**config.mk**
```make
export PLATFORM = sky130hd
export DESIGN_NAME = usb_tx
export DESIGN_NICKNAME = d
export VERILOG_FILES = /design/src/rtl/usb_tx.sv
export SDC_FILE = /design/constraint.sdc
export NUM_CORES = 1
export LEC_CHECK = 0
export CAP_MARGIN = 15
export CORE_ASPECT_RATIO = 1.1
export CORE_MARGIN = 5
export CORE_UTILIZATION = 63
export DETAILED_ROUTE_END_ITERATION = 10
export DONT_BUFFER_PORTS = 1
export PLACE_DENSITY_LB_ADDON = 0.3
export SYNTH_ARGS = -nofsm -noshare
export SYNTH_HDL_FRONTEND = slang
export SYNTH_SLANG_ARGS = --single-unit
```
**constraint.sdc**
```tcl
create_clock -name clk -period 3.4 [get_ports clk]
set_clock_uncertainty 0.05 [all_clocks]
set_input_delay 0.68 -clock clk [delete_from_list [all_inputs] [get_ports clk]]
set_output_delay 0.68 -clock clk [all_outputs]
set_load 0.02 [all_outputs]
```
**src/rtl/usb_tx.sv**
```systemverilog
// usb_tx: host-bound half of the FT245-style USB FIFO link.
// Bytes from internal logic are buffered in a small FIFO and written to the
// USB chip with timed WR strobes; a flush request queues one SI# pulse that
// is issued once every byte queued ahead of it has been written.
// Handshake: a byte transfers on a rising clk edge where tx_valid && tx_ready;
// tx_ready depends only on FIFO occupancy, never on tx_valid.
module usb_tx #(
  parameter int FIFO_DEPTH  = 16,
  parameter int WR_HIGH_CYC = 5,
  parameter int HOLD_CYC    = 1,
  parameter int RECOVER_CYC = 8,
  parameter int SI_CYC      = 5
) (
  input  logic                         clk,
  input  logic                         rst,
  input  logic [7:0]                   tx_data,
  input  logic                         tx_valid,
  output logic                         tx_ready,
  input  logic                         flush,
  input  logic                         txe,
  output logic                         wr,
  output logic                         si,
  output logic [7:0]                   d_out,
  output logic                         d_oe,
  output logic                         busy,
  output logic [$clog2(FIFO_DEPTH):0]  level
);

  localparam int AW = $clog2(FIFO_DEPTH);
  localparam int LW = AW + 1;
  localparam int CW = 16;

  localparam logic [CW-1:0] WR_LAST  = CW'(WR_HIGH_CYC - 1);
  localparam logic [CW-1:0] HOLD_LAST = CW'(HOLD_CYC - 1);
  localparam logic [CW-1:0] REC_LAST = CW'(RECOVER_CYC - 1);
  localparam logic [CW-1:0] SI_LAST  = CW'(SI_CYC - 1);

  typedef enum logic [2:0] {
    IDLE    = 3'd0,
    WR_HI   = 3'd1,
    HOLD    = 3'd2,
    SI_LO   = 3'd3,
    RECOVER = 3'd4
  } state_t;

  state_t          state;
  logic [CW-1:0]   cnt;
  logic            si_pending;
  logic            txe_m;
  logic            txe_s;
  logic [7:0]      mem [FIFO_DEPTH];
  logic [AW-1:0]   wr_ptr;
  logic [AW-1:0]   rd_ptr;
  logic            push;
  logic            pop;

  assign tx_ready = (level != LW'(FIFO_DEPTH));
  assign push     = tx_valid && tx_ready;
  // The head byte leaves the FIFO on the same edge the FSM starts a strobe.
  assign pop      = (state == IDLE) && (level != '0) && !txe_s;
  assign busy     = (level != '0) || si_pending || (state != IDLE);

  // Two-flop synchronizer for the asynchronous TXE#; resets to "chip full".
  always_ff @(posedge clk) begin
    if (rst) begin
      txe_m <= 1'b1;
      txe_s <= 1'b1;
    end else begin
      txe_m <= txe;
      txe_s <= txe_m;
    end
  end

  // FIFO storage; contents need no reset because level gates every read.
  always_ff @(posedge clk) begin
    if (push) begin
      mem[wr_ptr] <= tx_data;
    end
  end

  // FIFO pointers and occupancy; pointers wrap naturally at FIFO_DEPTH.
  always_ff @(posedge clk) begin
    if (rst) begin
      wr_ptr <= '0;
      rd_ptr <= '0;
      level  <= '0;
    end else begin
      if (push) wr_ptr <= wr_ptr + 1'b1;
      if (pop)  rd_ptr <= rd_ptr + 1'b1;
      case ({push, pop})
        2'b10:   level <= level + LW'(1);
        2'b01:   level <= level - LW'(1);
        default: level <= level;
      endcase
    end
  end

  // Strobe sequencer: outputs are registered and take their per-state value
  // on the edge that enters the state. A flush arriving on the SI exit edge
  // is absorbed by the pulse already in progress.
  always_ff @(posedge clk) begin
    if (rst) begin
      state      <= IDLE;
      cnt        <= '0;
      wr         <= 1'b0;
      si         <= 1'b1;
      d_oe       <= 1'b0;
      d_out      <= 8'h00;
      si_pending <= 1'b0;
    end else begin
      if (flush) si_pending <= 1'b1;
      case (state)
        IDLE: begin
          cnt <= '0;
          if (pop) begin
            d_out <= mem[rd_ptr];
            d_oe  <= 1'b1;
            wr    <= 1'b1;
            state <= WR_HI;
          end else if (si_pending && (level == '0) && !txe_s) begin
            si    <= 1'b0;
            state <= SI_LO;
          end
        end
        WR_HI: begin
          if (cnt == WR_LAST) begin
            wr    <= 1'b0;
            cnt   <= '0;
            state <= HOLD;
          end else begin
            cnt <= cnt + 1'b1;
          end
        end
        HOLD: begin
          if (cnt == HOLD_LAST) begin
            d_oe  <= 1'b0;
            cnt   <= '0;
            state <= RECOVER;
          end else begin
            cnt <= cnt + 1'b1;
          end
        end
        SI_LO: begin
          if (cnt == SI_LAST) begin
            si         <= 1'b1;
            si_pending <= 1'b0;
            cnt        <= '0;
            state      <= RECOVER;
          end else begin
            cnt <= cnt + 1'b1;
          end
        end
        RECOVER: begin
          if (cnt == REC_LAST) begin
            cnt   <= '0;
            state <= IDLE;
          end else begin
            cnt <= cnt + 1'b1;
          end
        end
        default: begin
          cnt   <= '0;
          state <= IDLE;
        end
      endcase
    end
  end

endmodule

```
==> results.cfg, run 1 <==
[synthesis]
synth_seq_cells = 174
yosysSeqAreaShare = 0.672
synth_cells = 473
ys_types = 48
avgSynthCellArea_um2 = 15.0
synth-main-ff-cell = edfxtp_1
syn_area_mm2 = 0.00709
synth_edf_count = 128
async_reset_ff_frac = 0
syn_nets = 497
synth_warnings = 0

[finish]
nets = 498
areaGrowthSynthToFinish_pct = 9.61
fin_util = 0.709
antenna_cells = 0
layout-drive-gt1-share = 0.162

[routing]
num_vias = 3882
dr.pass1.iters = 5
wl_met2_mm = 6.85
drc_errors = 0
wl_met1_mm = 5.52
wl_per_cell_um = 21.3
first_iter_violations = 421
top_layer = met4
ant_nets = 0
wl_met3_um = 840
avgViaCountPerCell = 6.12
drt-total-wl_mm = 13.5

[grt]
grtUsageTotal = 0.213
grt_pass1_vias = 3979
gr-total-overflow = 0
grt_pass1_wl_mm = 21.4
antenna_found_initial = 0
grt_max_degree = 36

[clock_tree]
cts_resized = 0
numCtsBuffers = 17
h-tree-depth = 4
cts_tree = done
root_buffer = clkbuf_16
cts.path.max_buffers = 2
clkTransAtPathRegs_ns = 0.07
clkLatencyLatePin_ns = 0.42
postCtsSetupBuffers = 0
hold_buffers = 0
cts_sinks = 174

[setup_path]
required_ns = 3.67
critical_path_class = reg2reg
startpoint_type = register
cp_max_fo = 9
crit_start = level[2]
worst_ep_arrival_time_ns = 3.37
worstReg2RegStart = level[2]
critPathCaptureType = register

[power]
combPwrFrac = 0.044
p_int_uw = 3420
pwr_density_cell_mw_per_mm2 = 565
clkPwrFrac = 0.418
p_leak_uw = 0.00251
max-vdd-ir-drop_mv = 0.407
power_switching_uw = 967
switching_share = 0.220
seqPwrFrac = 0.538

[timing]
relSlewSlack = 0.471
slew_violations = 0
tightest_slew_ns = 0.791
timing.final.crit_period_ns = 3.11
fin_crit_sh = 0.915
grt_setup_unrepaired = false
finalSetupViolCount = 0
fmax_ghz = 0.322
final_hold_viol_count = 0
finalSetupTns_ns = 0

[place]
gp_congestion = 0.787
port_buffers = 0
hpwl_mm = 8.48

[hold_path]
worstHoldStart = rst
hold_class = in2reg

[run_status]
status = finished clean

[die]
start_util = 0.646
die_area_mm2 = 0.0135
ioPinCount = 31
fp.dieH_um = 121
rows = 40
coreArea_mm2 = 0.0110
die_w_um = 111

[run]
drv_cap = 0
-- synthesized netlist by cell type, types with 3 or more instances --
cell | n | area [µm²]
nand2_1 | 22 | 82.6
a22oi_1 | 17 | 128
nand4_1 | 7 | 43.8
inv_1 | 12 | 45.0
dfxtp_1 | 46 | 921
mux4_2 | 32 | 721
ha_1 | 11 | 138
clkbuf_1 | 8 | 30.0
edfxtp_1 | 128 | 3840
nand2b_1 | 6 | 37.5
nand3_1 | 4 | 20.0
buf_6 | 3 | 33.8
buf_1 | 7 | 26.3
xnor2_1 | 12 | 105
o211ai_1 | 3 | 22.5
buf_4 | 3 | 22.5
nor2_1 | 58 | 218
nor3_1 | 10 | 50.1
buf_2 | 4 | 20.0
o21ai_0 | 5 | 25.0
a21oi_1 | 23 | 115
nor4_1 | 4 | 25.0
xor2_1 | 14 | 123
-- final timing paths --
| path | end | slack (ns) | cells after the start |
|---|---|---|---|
| max | level[4] | 0.29 | 11 |
| min reg2reg | txe_s | 0.38 | 1 |
| min | state[0] | 0.28 | 1 |
| max reg2reg | level[4] | 0.29 | 11 |
-- routing by layer --
metal	global-route usage	up-vias
li1	-	1785
met1	0.279	1933
met2	0.344	142
met3	0.0554	22
met4	0.0905	0
met5	0	-
-- area by class of cell --
class                           instances  area [µm²]
Clock inverter                         15         135
Tap cell                              147         184
Sequential cell                       174        4770
Fill cell                             689        3190
Clock buffer                           17         425
Multi-Input combinational cell        260        2130
Timing Repair Buffer                    8        72.6
Inverter                               13        53.8
-- per-stage QoR --
step | total power, µW | hold WS, ns | cells | worst slack [ns] | area [µm²]
2_1_floorplan | 2550 | 0.339 | 473 | 0.300 | 7090
3_3_place_gp | 2590 | 0.360 | 602 | 0.355 | 7210
3_5_place_dp | 2600 | 0.354 | 602 | 0.266 | 7210
4_1_cts | 4400 | 0.255 | 634 | 0.266 | 7770
5_1_grt | 4530 | 0.253 | 634 | 0.0835 | 7770
6_report | 4390 | 0.275 | 634 | 0.290 | 7770
-- placed cells by master (no fill, tap or decap), types with 7 or more instances in the layout --
master       n
xor2_1      14
nand4_1      7
nor3_1      10
mux4_2      32
inv_1       12
xnor2_1     12
edfxtp_1   128
dfxtp_1     45
buf_4        7
clkbuf_16   17
nand2_1     22
nor2_1      58
a21oi_1     23
ha_1        11
a22oi_1     17
-- power by group through the flow --
stage | Sequential, µW | Combinational [µW] | Clock [µW]
5_1_grt | 2360 | 211 | 1960
3_5_place_dp | 2410 | 191 | 0
3_3_place_gp | 2400 | 184 | 0
6_report | 2360 | 191 | 1830
2_1_floorplan | 2390 | 164 | 0
4_1_cts | 2360 | 192 | 1850
-- registers in the layout (all words and copies together), names as in the netlist --
name and count:
cnt 16, d_oe 1, d_out 8, level 5, mem 128, rd_ptr 4, si 1, si_pending 1
state 3, txe_m 1, txe_s 1, wr 1, wr_ptr 4
-- kinds of logic (layout without fill, tap and decap cells) --
family	count (synthesis)	after routing	share of synthesized area
muxes	35	35	0.106
xor gates and xnor gates	26	26	0.0321
AOI/OAI and AO/OA	60	60	0.0547
DFF	174	174	0.672
and+or+nand+nor	128	128	0.0881
adders and majority gates	11	11	0.0194
buffers and inverters	39	53	0.0270
-- worst max-delay path, stage by stage (launching register included) --
cell      delay (ns)
dfxtp_1         0.64
nor4_4          0.10
a21boi_2        0.37
inv_1           0.11
ha_1            0.33
xor2_1          0.18
ha_1            0.23
o21a_1          0.17
o21ai_0         0.13
nand2b_1        0.07
a211oi_1        0.25
mux2_2          0.35
Power figures use the tool's default switching activity.
==> inputs of run 2 (changes only) <==
CORE_UTILIZATION = 60   (was 63)
DONT_BUFFER_PORTS = not set   (was 1)
==> run 2 against run 1 <==
  * Flip-flop and latch count stayed put
  * Clock power is 14% higher
  * Die area up 4.6%
  * Combinational power increased by 38%
  * Utilization increased by 0.57 points
  * Sequential power barely moved
  * Sequential share of layout area down 3.6 points
  * Cell area grew 6.2%
  * Global-route usage hardly changed
  * Critical path type unchanged
  * Highest routed layer unchanged
==> results.cfg, run 2 (same netlist as run 1, synthesis figures left out) <==
[run_status]
status = finished clean

[finish]
final_common_cell = edfxtp_1
areaGrowthSynthToFinish_pct = 16.4
nets = 542
antenna_cells = 0
reg.largest.list = mem: 128 flops, cnt: 16 flops, d_out: 8 flops
final_cell_mix = edfxtp_1 (128), nor2_1 (58), dfxtp_1 (45), mux4_2 (32), clkdlybuf4s50_1 (30)
largest_reg_flops = 128
final_area_mm2 = 0.00824
layout-drive-gt1-share = 0.173
largest-register = mem

[power]
p_leak_uw = 0.00273
max-vdd-ir-drop_mv = 0.394
pwr_density_cell_mw_per_mm2 = 570

[hold_path]
min_to = txe_s
hold_class = reg2reg
holdPathStages = 1
worstHoldStart = txe_m

[grt]
antenna_found_initial = 0
grt_max_degree = 36
grt_pass1_wl_mm = 22.1
grtUsageTotal = 0.213
grt_pass1_vias = 4074
gr-total-overflow = 0

[routing]
drc_errors = 0
wl_per_cell_um = 20.6
num_vias = 4050
avgViaCountPerCell = 5.95
dr.pass1.iters = 5
first_iter_violations = 353
ant_nets = 0
drt-total-wl_mm = 14.0

[clock_tree]
postCtsSetupBuffers = 0
clkLatencyLatePin_ns = 0.42
cts_resized = 0
clkTransAtPathRegs_ns = 0.06
cts_sinks = 174
h-tree-depth = 4
root_buffer = clkbuf_16
cts.path.max_buffers = 2
hold_buffers = 0
cts_tree = done
numCtsBuffers = 17

[setup_path]
r2r-end = level[4]
required_ns = 3.66
r2r_cells = 11
startpoint_type = register
r2r_slack_ns = 0.47
worstReg2RegStart = state[0]
critPathCaptureType = register
cp_max_fo = 13
worst_ep_arrival_time_ns = 3.19
critical_path_class = reg2reg

[timing]
grt_setup_unrepaired = false
tightest_slew_ns = 0.683
finalSetupViolCount = 0
timing.final.crit_period_ns = 2.93
final_hold_viol_count = 0
relSlewSlack = 0.543
holdWs_ns = 0.376
fmax_ghz = 0.341
slew_violations = 0
finalSetupTns_ns = 0
fin_crit_sh = 0.863

[die]
die_area_mm2 = 0.0141
coreArea_mm2 = 0.0115
die_w_um = 114
rows = 41
ioPinCount = 31
start_util = 0.614
fp.dieH_um = 124

[place]
placed_area_mm2 = 0.00760
hpwl_mm = 8.52
port_buffers = 30
gp_congestion = 0.779

[run]
drv_cap = 0
[run 2: cell types whose count changed in the layout (fill, tap and decap cells not counted), sizes merged]
cell / previous run / this run
clkdlybuf4s50: 0 / 30
buf: 8 / 22
bufinv: 1 / 5
clkinv: 8 / 5
inv: 17 / 15
clkbuf: 17 / 18
[run 2: worst max path at each step]
stage	startpoint	to	slack, ns	cells after the start
floorplan	level[1]	level[4]	0.30	14
global placement	tx_valid	level[4]	0.27	11
detailed placement	tx_valid	level[4]	0.23	11
CTS	state[0]	level[4]	0.46	11
global route	level[1]	level[4]	0.24	11
finish	state[0]	level[4]	0.47	11
[run 2: stage by stage]
step | cells | worst slack [ns] | utilization | power, µW
5_1_grt | 681 | 0.243 | 0.714 | 4860
4_1_cts | 681 | 0.458 | 0.714 | 4730
3_5_place_dp | 649 | 0.234 | 0.659 | 2660
3_3_place_gp | 649 | 0.265 | 0.659 | 2650
6_report | 681 | 0.466 | 0.714 | 4700
2_1_floorplan | 473 | 0.300 | - | 2550
[run 2: routing by layer]
layer,share of wire,GRT usage
met1,0.42,0.280
met3,0.048,0.0369
met2,0.50,0.359
met4,0.025,0.0834
met5,0,0
[run 2: final cells by class]
cell class                      instances  area [µm²]
Inverter                               13        53.8
Tap cell                              150         188
Fill cell                             759        3300
Clock buffer                           18         429
Timing Repair Buffer                   52         465
Sequential cell                       174        4770
Multi-Input combinational cell        260        2130
Clock inverter                         14         213
[run 2: power breakdown]
part           leakage, µW  internal [µW]  switching [µW]  total [µW]
clock network     0.000306           1300             781        2090
logic             0.000898            119             145         264
registers          0.00153           2320            37.0        2350
total              0.00273           3740             963        4700
[run 2: critical path, stage by stage (launching register included)]
cell	delay, ns
dfxtp_1	0.43
or4_1	0.54
a21o_1	0.21
clkinv_4	0.09
ha_1	0.18
xor2_1	0.08
ha_1	0.23
o21a_1	0.17
o21ai_0	0.13
nand2b_1	0.08
a211oi_1	0.27
mux2_2	0.36
